### config.mk
export PLATFORM = sky130hd
export DESIGN_NAME = dibit_serializer
export DESIGN_NICKNAME = d
export VERILOG_FILES = /design/src/rtl/dibit_serializer_pkg.sv /design/src/rtl/dibit_serializer.sv
export SDC_FILE = /design/constraint.sdc
export NUM_CORES = 1
export LEC_CHECK = 0
export ABC_CLOCK_PERIOD_IN_PS = 2050
export CORE_UTILIZATION = 50
export CTS_CLUSTER_DIAMETER = 30
export DETAILED_ROUTE_END_ITERATION = 8
export PLACE_DENSITY_LB_ADDON = 0.12
export SLEW_MARGIN = 20
export SYNTH_ARGS = -nofsm -noshare
export SYNTH_HDL_FRONTEND = slang
export SYNTH_SLANG_ARGS = --single-unit
### constraint.sdc
create_clock -name clk -period 2.05 [get_ports clk]
set_clock_uncertainty 0.05 [all_clocks]
set_input_delay 0.3075 -clock clk [delete_from_list [all_inputs] [get_ports clk]]
set_output_delay 0.3075 -clock clk [all_outputs]
set_load 0.005 [all_outputs]
### src/rtl/dibit_serializer_pkg.sv
// Shared types, default widths and the symbol-count helper for dibit_serializer.
package dibit_serializer_pkg;

    typedef enum logic {S_IDLE, S_SHIFT} ser_state_e;

    localparam int DEF_DATA_W = 8;
    localparam int DEF_SYM_W  = 2;

    function automatic int nsym(input int data_w, input int sym_w);
        return data_w / sym_w;
    endfunction

endpackage

### src/rtl/dibit_serializer.sv
// Splits a DATA_W-bit word into NSYM symbols of SYM_W bits, MSB field first,
// with valid/ready on both sides and zero-bubble back-to-back word handoff.
module dibit_serializer
    import dibit_serializer_pkg::*;
#(
    parameter int DATA_W = DEF_DATA_W,
    parameter int SYM_W  = DEF_SYM_W
) (
    input  logic              clk,
    input  logic              rst,
    input  logic              in_valid,
    output logic              in_ready,
    input  logic [DATA_W-1:0] in_data,
    output logic              out_valid,
    input  logic              out_ready,
    output logic [SYM_W-1:0]  out_sym,
    output logic              out_first,
    output logic              out_last
);

    localparam int NSYM  = nsym(DATA_W, SYM_W);
    localparam int CNT_W = (NSYM > 2) ? $clog2(NSYM) : 1;
    localparam logic [CNT_W-1:0] CNT_LAST = CNT_W'(NSYM - 1);
    localparam logic [CNT_W-1:0] CNT_PENU = CNT_W'(NSYM - 2);

    generate
        if ((DATA_W % SYM_W) != 0 || NSYM < 2) begin : g_bad_params
            $error("dibit_serializer: DATA_W must be a multiple of SYM_W with NSYM >= 2");
        end
    endgenerate

    ser_state_e        state;
    logic [DATA_W-1:0] shreg;
    logic [CNT_W-1:0]  cnt;
    logic              take;
    logic              accept;

    // The last symbol leaving frees the holding register in the same cycle.
    assign take     = out_valid && out_ready;
    assign in_ready = !rst && (state == S_IDLE || (take && out_last));
    assign accept   = in_valid && in_ready;
    assign out_sym  = shreg[DATA_W-1 -: SYM_W];

    always_ff @(posedge clk) begin
        if (rst) begin
            state     <= S_IDLE;
            shreg     <= '0;
            cnt       <= '0;
            out_valid <= 1'b0;
            out_first <= 1'b0;
            out_last  <= 1'b0;
        end else begin
            case (state)
                S_IDLE: begin
                    if (accept) begin
                        state     <= S_SHIFT;
                        shreg     <= in_data;
                        cnt       <= '0;
                        out_valid <= 1'b1;
                        out_first <= 1'b1;
                        out_last  <= 1'b0;
                    end
                end
                S_SHIFT: begin
                    if (take) begin
                        if (!out_last) begin
                            shreg     <= shreg << SYM_W;
                            cnt       <= cnt + CNT_W'(1);
                            out_first <= 1'b0;
                            out_last  <= (cnt == CNT_PENU);
                        end else if (accept) begin
                            shreg     <= in_data;
                            cnt       <= '0;
                            out_first <= 1'b1;
                            out_last  <= 1'b0;
                        end else begin
                            state     <= S_IDLE;
                            shreg     <= '0;
                            cnt       <= '0;
                            out_valid <= 1'b0;
                            out_first <= 1'b0;
                            out_last  <= 1'b0;
                        end
                    end
                end
                default: begin
                    state     <= S_IDLE;
                    out_valid <= 1'b0;
                end
            endcase
        end
    end

    // cnt duplicates out_last for the hold path; keep it visible for debug.
    logic cnt_at_last;
    assign cnt_at_last = (cnt == CNT_LAST);
    logic unused_ok;
    assign unused_ok = cnt_at_last;

endmodule

# Word level (Yosys, flattened, before mapping)
# Cells that the tools add are included.
# W data, S select, Z words.
dict set report totals {
  in_bits 12
  register_bits 14
  wordCells 46
  out_inout_bits 6
}
dict set report op_classes {
  mux 25
  reduce_logical 8
  n_bitwise 1
  add_sub_neg 1
  eq_ne 5
}
# operator n
set ops {}
lappend ops {{$mux W8} 4}
lappend ops {{$pmux W8 S2} 1}
lappend ops {{$mux W1} 12}
lappend ops {{$pmux W1 S2} 4}
lappend ops {{$mux W2} 3}
lappend ops {{$ne A2 B2 Y1 const B} 3}
lappend ops {{$logic_and A1 B1 Y1} 4}
lappend ops {{$pmux W2 S2} 1}
lappend ops {{$reduce_and A4 Y1} 1}
lappend ops {{$add A2 B1 Y2 const B} 1}
lappend ops {{$eq A2 B2 Y1 const B} 1}
lappend ops {{$ne A2 B1 Y1 const B} 1}
lappend ops {{$reduce_and A2 Y1} 1}
lappend ops {{$logic_not A1 Y1} 1}
lappend ops {{$logic_or A1 B1 Y1} 1}
lappend ops {{$not A1 Y1} 1}

# Longest topological paths before layout
dict set report logic_depth {
  depth_word 9
  mapped_depth 5
  ltp_nobuf 5
}

# Worst setup path before layout
# OpenSTA, ideal clock, no wires.
dict set report synth_timing {
  kind {in2reg}
  startpoint {input port rst}
  endpoint {register shreg[4]}
  path_buffers 2
  path_stages 5
  t_arrival_ns 1.273
  setup_ns 0.091
  path_slack_ns 0.636
  required_time_ns 1.909
  path_cell_list {buf_6 > or3b_1 > buf_6 > and3b_1 > a311oi_1}
}
dict set report synth_between {
  elab_chain_len 7
  word_cells_on_any_way 9
  cone_classes {eq/ne (1); mux (4); reduce/logical (4)}
}
# element line
set synth_lines {}
lappend synth_lines {{start: declaration} dibit_serializer.sv:10} ;# input logic rst,
lappend synth_lines {{$logic_not A1 Y1} dibit_serializer.sv:40} ;# assign in_ready = !rst && (state == S_IDLE || (take && out_last));
lappend synth_lines {{$logic_and A1 B1 Y1} dibit_serializer.sv:40}
lappend synth_lines {{$logic_and A1 B1 Y1} dibit_serializer.sv:41} ;# assign accept = in_valid && in_ready;
lappend synth_lines {{$mux W8} dibit_serializer.sv:71} ;# end else if (accept) begin
lappend synth_lines {{$mux W8} dibit_serializer.sv:66} ;# if (!out_last) begin
lappend synth_lines {{$mux W8} dibit_serializer.sv:65} ;# if (take) begin
lappend synth_lines {{$pmux W8 S2} dibit_serializer.sv:53} ;# case (state)
lappend synth_lines {{end signal: assignment} dibit_serializer.sv:57} ;# shreg <= in_data;
lappend synth_lines {{end signal: assignment} dibit_serializer.sv:67} ;# shreg <= shreg << SYM_W;
lappend synth_lines {{end signal: assignment} dibit_serializer.sv:72} ;# shreg <= in_data;
lappend synth_lines {{end: declaration} dibit_serializer.sv:33} ;# logic [DATA_W-1:0] shreg;
# Several ways; a longest one is shown, not always the timed one. The select of a mux whose other input is x is not followed.
# A chain may end at the register's enable or synchronous reset.

# Worst setup path in the final report
dict set report layout_timing {
  startpoint {input port out_ready}
  endpoint {output port in_ready}
}
dict set report layout_between {
  elab_chain_len 4
}
# element line
set layout_lines {}
lappend layout_lines {{start: declaration} dibit_serializer.sv:15} ;# input logic out_ready,
lappend layout_lines {{$logic_and A1 B1 Y1} dibit_serializer.sv:39} ;# assign take = out_valid && out_ready;
lappend layout_lines {{$logic_and A1 B1 Y1} dibit_serializer.sv:40}
lappend layout_lines {{$logic_or A1 B1 Y1} dibit_serializer.sv:40}
lappend layout_lines {{$logic_and A1 B1 Y1} dibit_serializer.sv:40}
lappend layout_lines {{end: declaration} dibit_serializer.sv:12} ;# output logic in_ready,
# No other way between the ends.

==> metrics.md <==
| Metric | Value |
|---|---|
| Slew @ Worst Pin | 358 ps |
| Worst path slowest cell | clkdlybuf4s50_1 |
| Initial core utilization | 53.3% |
| Die ar. | 1750 um2 |
| Cell Area, Synth | 793 um2 |
| Worst EP arrival | 1610 ps |
| H-Tree Level Count | 1 |
| DP Worst Slack | 76.8 ps |
| DP Area | 976 um2 |
| Clock tree sinks | 14 |
| Total track usage | 23.9% |
| Yosys warns | 0 |
| CP Capture Type | output port |
| Hold-fix buffers at CTS | 0 |
| Final worst slack | 78.2 ps |
| Net Sw Power | 0.146 mW |
| Rows | 14 |
| Fin nets | 128 |
| CP max stage delay | 510 ps |
| Seq/Total Area, Yosys | 35.3% |
| Cell chain of the critical path | clkdlybuf4s50_1 -> nand3_1 -> a21oi_1 -> clkdlybuf4s50_1 |
| Ys async rst share | 0% |
| Ports | 18 |
| VDD IR-drop max | 0.437 mV |
| Chip Height | 41.8 um |
| PortBufs | 17 |
| WL/cell | 14.5 um |
| Post-CTS setup buffer count | 0 |
| Grt total ovfl | 0 |
| Post-CTS Resized | 0 |
| Synth top area cells | dfxtp_1 35%, nand3_1 8.8%, a21oi_1 6.9% |
| DR vias | 773 |
| Most used DFF post-synth | dfxtp_1 |
| Placed insts | 126 |
| Hold path start | out_first |
| Clock Path Buffers | 2 |
| Leakage | 0.361 nW |
| Ant diodes | 0 |
| Non-filler cells, final | 129 |
| TritonCTS buffer count | 3 |
| PnR Total Power | 0.563 mW |
| Pins over their slew limit | 0 |
| Number of global-route vias before repair | 728 |
| Seq cells post-synth | 14 |
| Fin Setup TNS | 0 ps |
| WP data required | 1690 ps |
| Max Cap Viol | 0 |
| Final wirelength | 1870 um |
| Distinct cells, synth | 24 |
| Core Region | 1490 um2 |
| Peak Freq | 507 MHz |
| Vias per inst | 5.99 |
| Routed Antenna Nets | 0 |
| Drt initial violations | 30 |
| Net Count, Synth | 110 |
| Root buffer cell | clkbuf_4 |
| Critical path startpoint category | primary input |
| TritonCTS clock tree | built |
| Hold Crit Class | reg2reg |
| Hpwl dp | 1290 um |
| CP startpoint | out_ready |
| DR pass1 iterations | 4 |
| Worst-path fanout max | 2 |
| Int Pwr | 0.417 mW |
| Power Density | 564 nW/um2 |
| Status | completed |
| Global-route wire length before repair | 3180 um |
| Top-area cell type share of the netlist area | 35.3% |
| Sw frac | 25.9% |
| RePlAce Congestion | 0.790 |
| DRC | 0 |
| Average size of a mapped cell | 8.18 um2 |
| Fin crit share | 96.2% |
| Area grow syn2layout | 25.9% |
| Clock insertion delay at the later pin of the skew report | 280 ps |
| Fin crit period | 1970 ps |
| RR Startpoint | state |
| Unrepaired setup endpoints after global routing | false |
| Largest net degree at the start of global routing | 16 |
| Synth Instances | 97 |
| Post-synth EDFFs | 0 |
| CP most frequent cell | clkdlybuf4s50_1 |
| Slew headroom | 76.1% |
| Setup Viol. Count Final | 0 |
| Clock transition at path regs | 80 ps |
| Yosys top cell by area | dfxtp_1 |
| Layout cell share with drive strength beyond 1 | 10.6% |
| Sequential share of power | 53.1% |
| Initial antenna violation count | 0 |
| Endpoints failing hold | 0 |
| Design area | 998 um2 |
| Die width | 41.8 um |
| Fill count | 126 |
| Critical path class | in2out |
| Comb power frac | 19.6% |
| Clock power frac | 27.3% |
| List of most frequent post-synthesis cells | 14 x dfxtp_1, 14 x nand3_1, 11 x a21oi_1 |
[per-layer routing]
layer / routed length [um] / vias up / track usage (%)
met1: 861 / 344 / 29.9
met2: 884 / 26 / 39.4
li1: - / 396 / -
met5: 0 / - / 0
met4: 35 / 0 / 13.5
met3: 89 / 7 / 3.04
[registers in the layout (all words and copies together) (netlist names)]
| name | cells |
|---|---|
| out_valid | 1 |
| out_first | 1 |
| out_last | 1 |
| cnt | 2 |
| shreg | 8 |
| state | 1 |
[cell usage in the layout, fill, tap and decap left out]
cell type and count:
and3b_1 4, a31oi_1 4, nor2b_1 1, dfxtp_1 14, clkdlybuf4s50_1 17, or4_1 3, nor3_1 2, nor2_1 1
o211ai_1 6, nand2_1 2, a21boi_0 4, and4b_1 4, clkinv_1 1, o21ai_0 5, nand2b_1 1, and3_1 1
clkbuf_4 3, nand3_1 14, inv_1 2, a21oi_1 11, a311oi_1 2, or3b_1 1, buf_4 9, ha_1 1
[cell type report]
type / instances / area (um2) / share of cell area, %
Multi-Input combinational cell: 67 / 427 / 42.7
Sequential cell: 14 / 280 / 28.1
Timing Repair Buffer: 26 / 238 / 23.8
Clock buffer: 3 / 22.5 / 2.26
Tap cell: 16 / 20.0 / 2.01
Inverter: 3 / 11.3 / 1.13
[through the flow]
step	hold WS (ps)	utilization (%)
2_1_floorplan	390	-
3_3_place_gp	406	65.5
3_5_place_dp	405	65.5
4_1_cts	417	67.1
5_1_grt	459	67.1
6_report	423	67.1
[power by group through the flow]
stage          sequential, mW  combinational, mW  clock [mW]
2_1_floorplan           0.301             0.0651           0
4_1_cts                 0.299              0.110       0.158
3_3_place_gp            0.304              0.108           0
5_1_grt                 0.302              0.121       0.170
6_report                0.299              0.110       0.154
3_5_place_dp            0.305              0.109           0
[cell families after synthesis]
kind of cell / after synthesis / synth area share, %
buffers and inverters: 16 / 10.9
adders and majority gates: 1 / 1.58
DFF: 14 / 35.3
and+or+nand+nor: 34 / 27.3
AOI/OAI and AO/OA: 32 / 24.9
[final timing paths]
kind / depth (start not counted) / to / slack [ps]
setup / recovery: 4 / in_ready / 80
hold / removal: 2 / out_first / 420
setup reg to reg: 3 / cnt[1] / 400
hold reg to reg: 2 / out_first / 420
[worst max-delay path: cells and delay by family]
kind	cells	cell delay, ps
AND/OR/NAND/NOR	1	140
AO/OA/AOI/OAI	1	180
buffers and inverters	2	990
No activity file was read; power rests on OpenSTA's default activity.
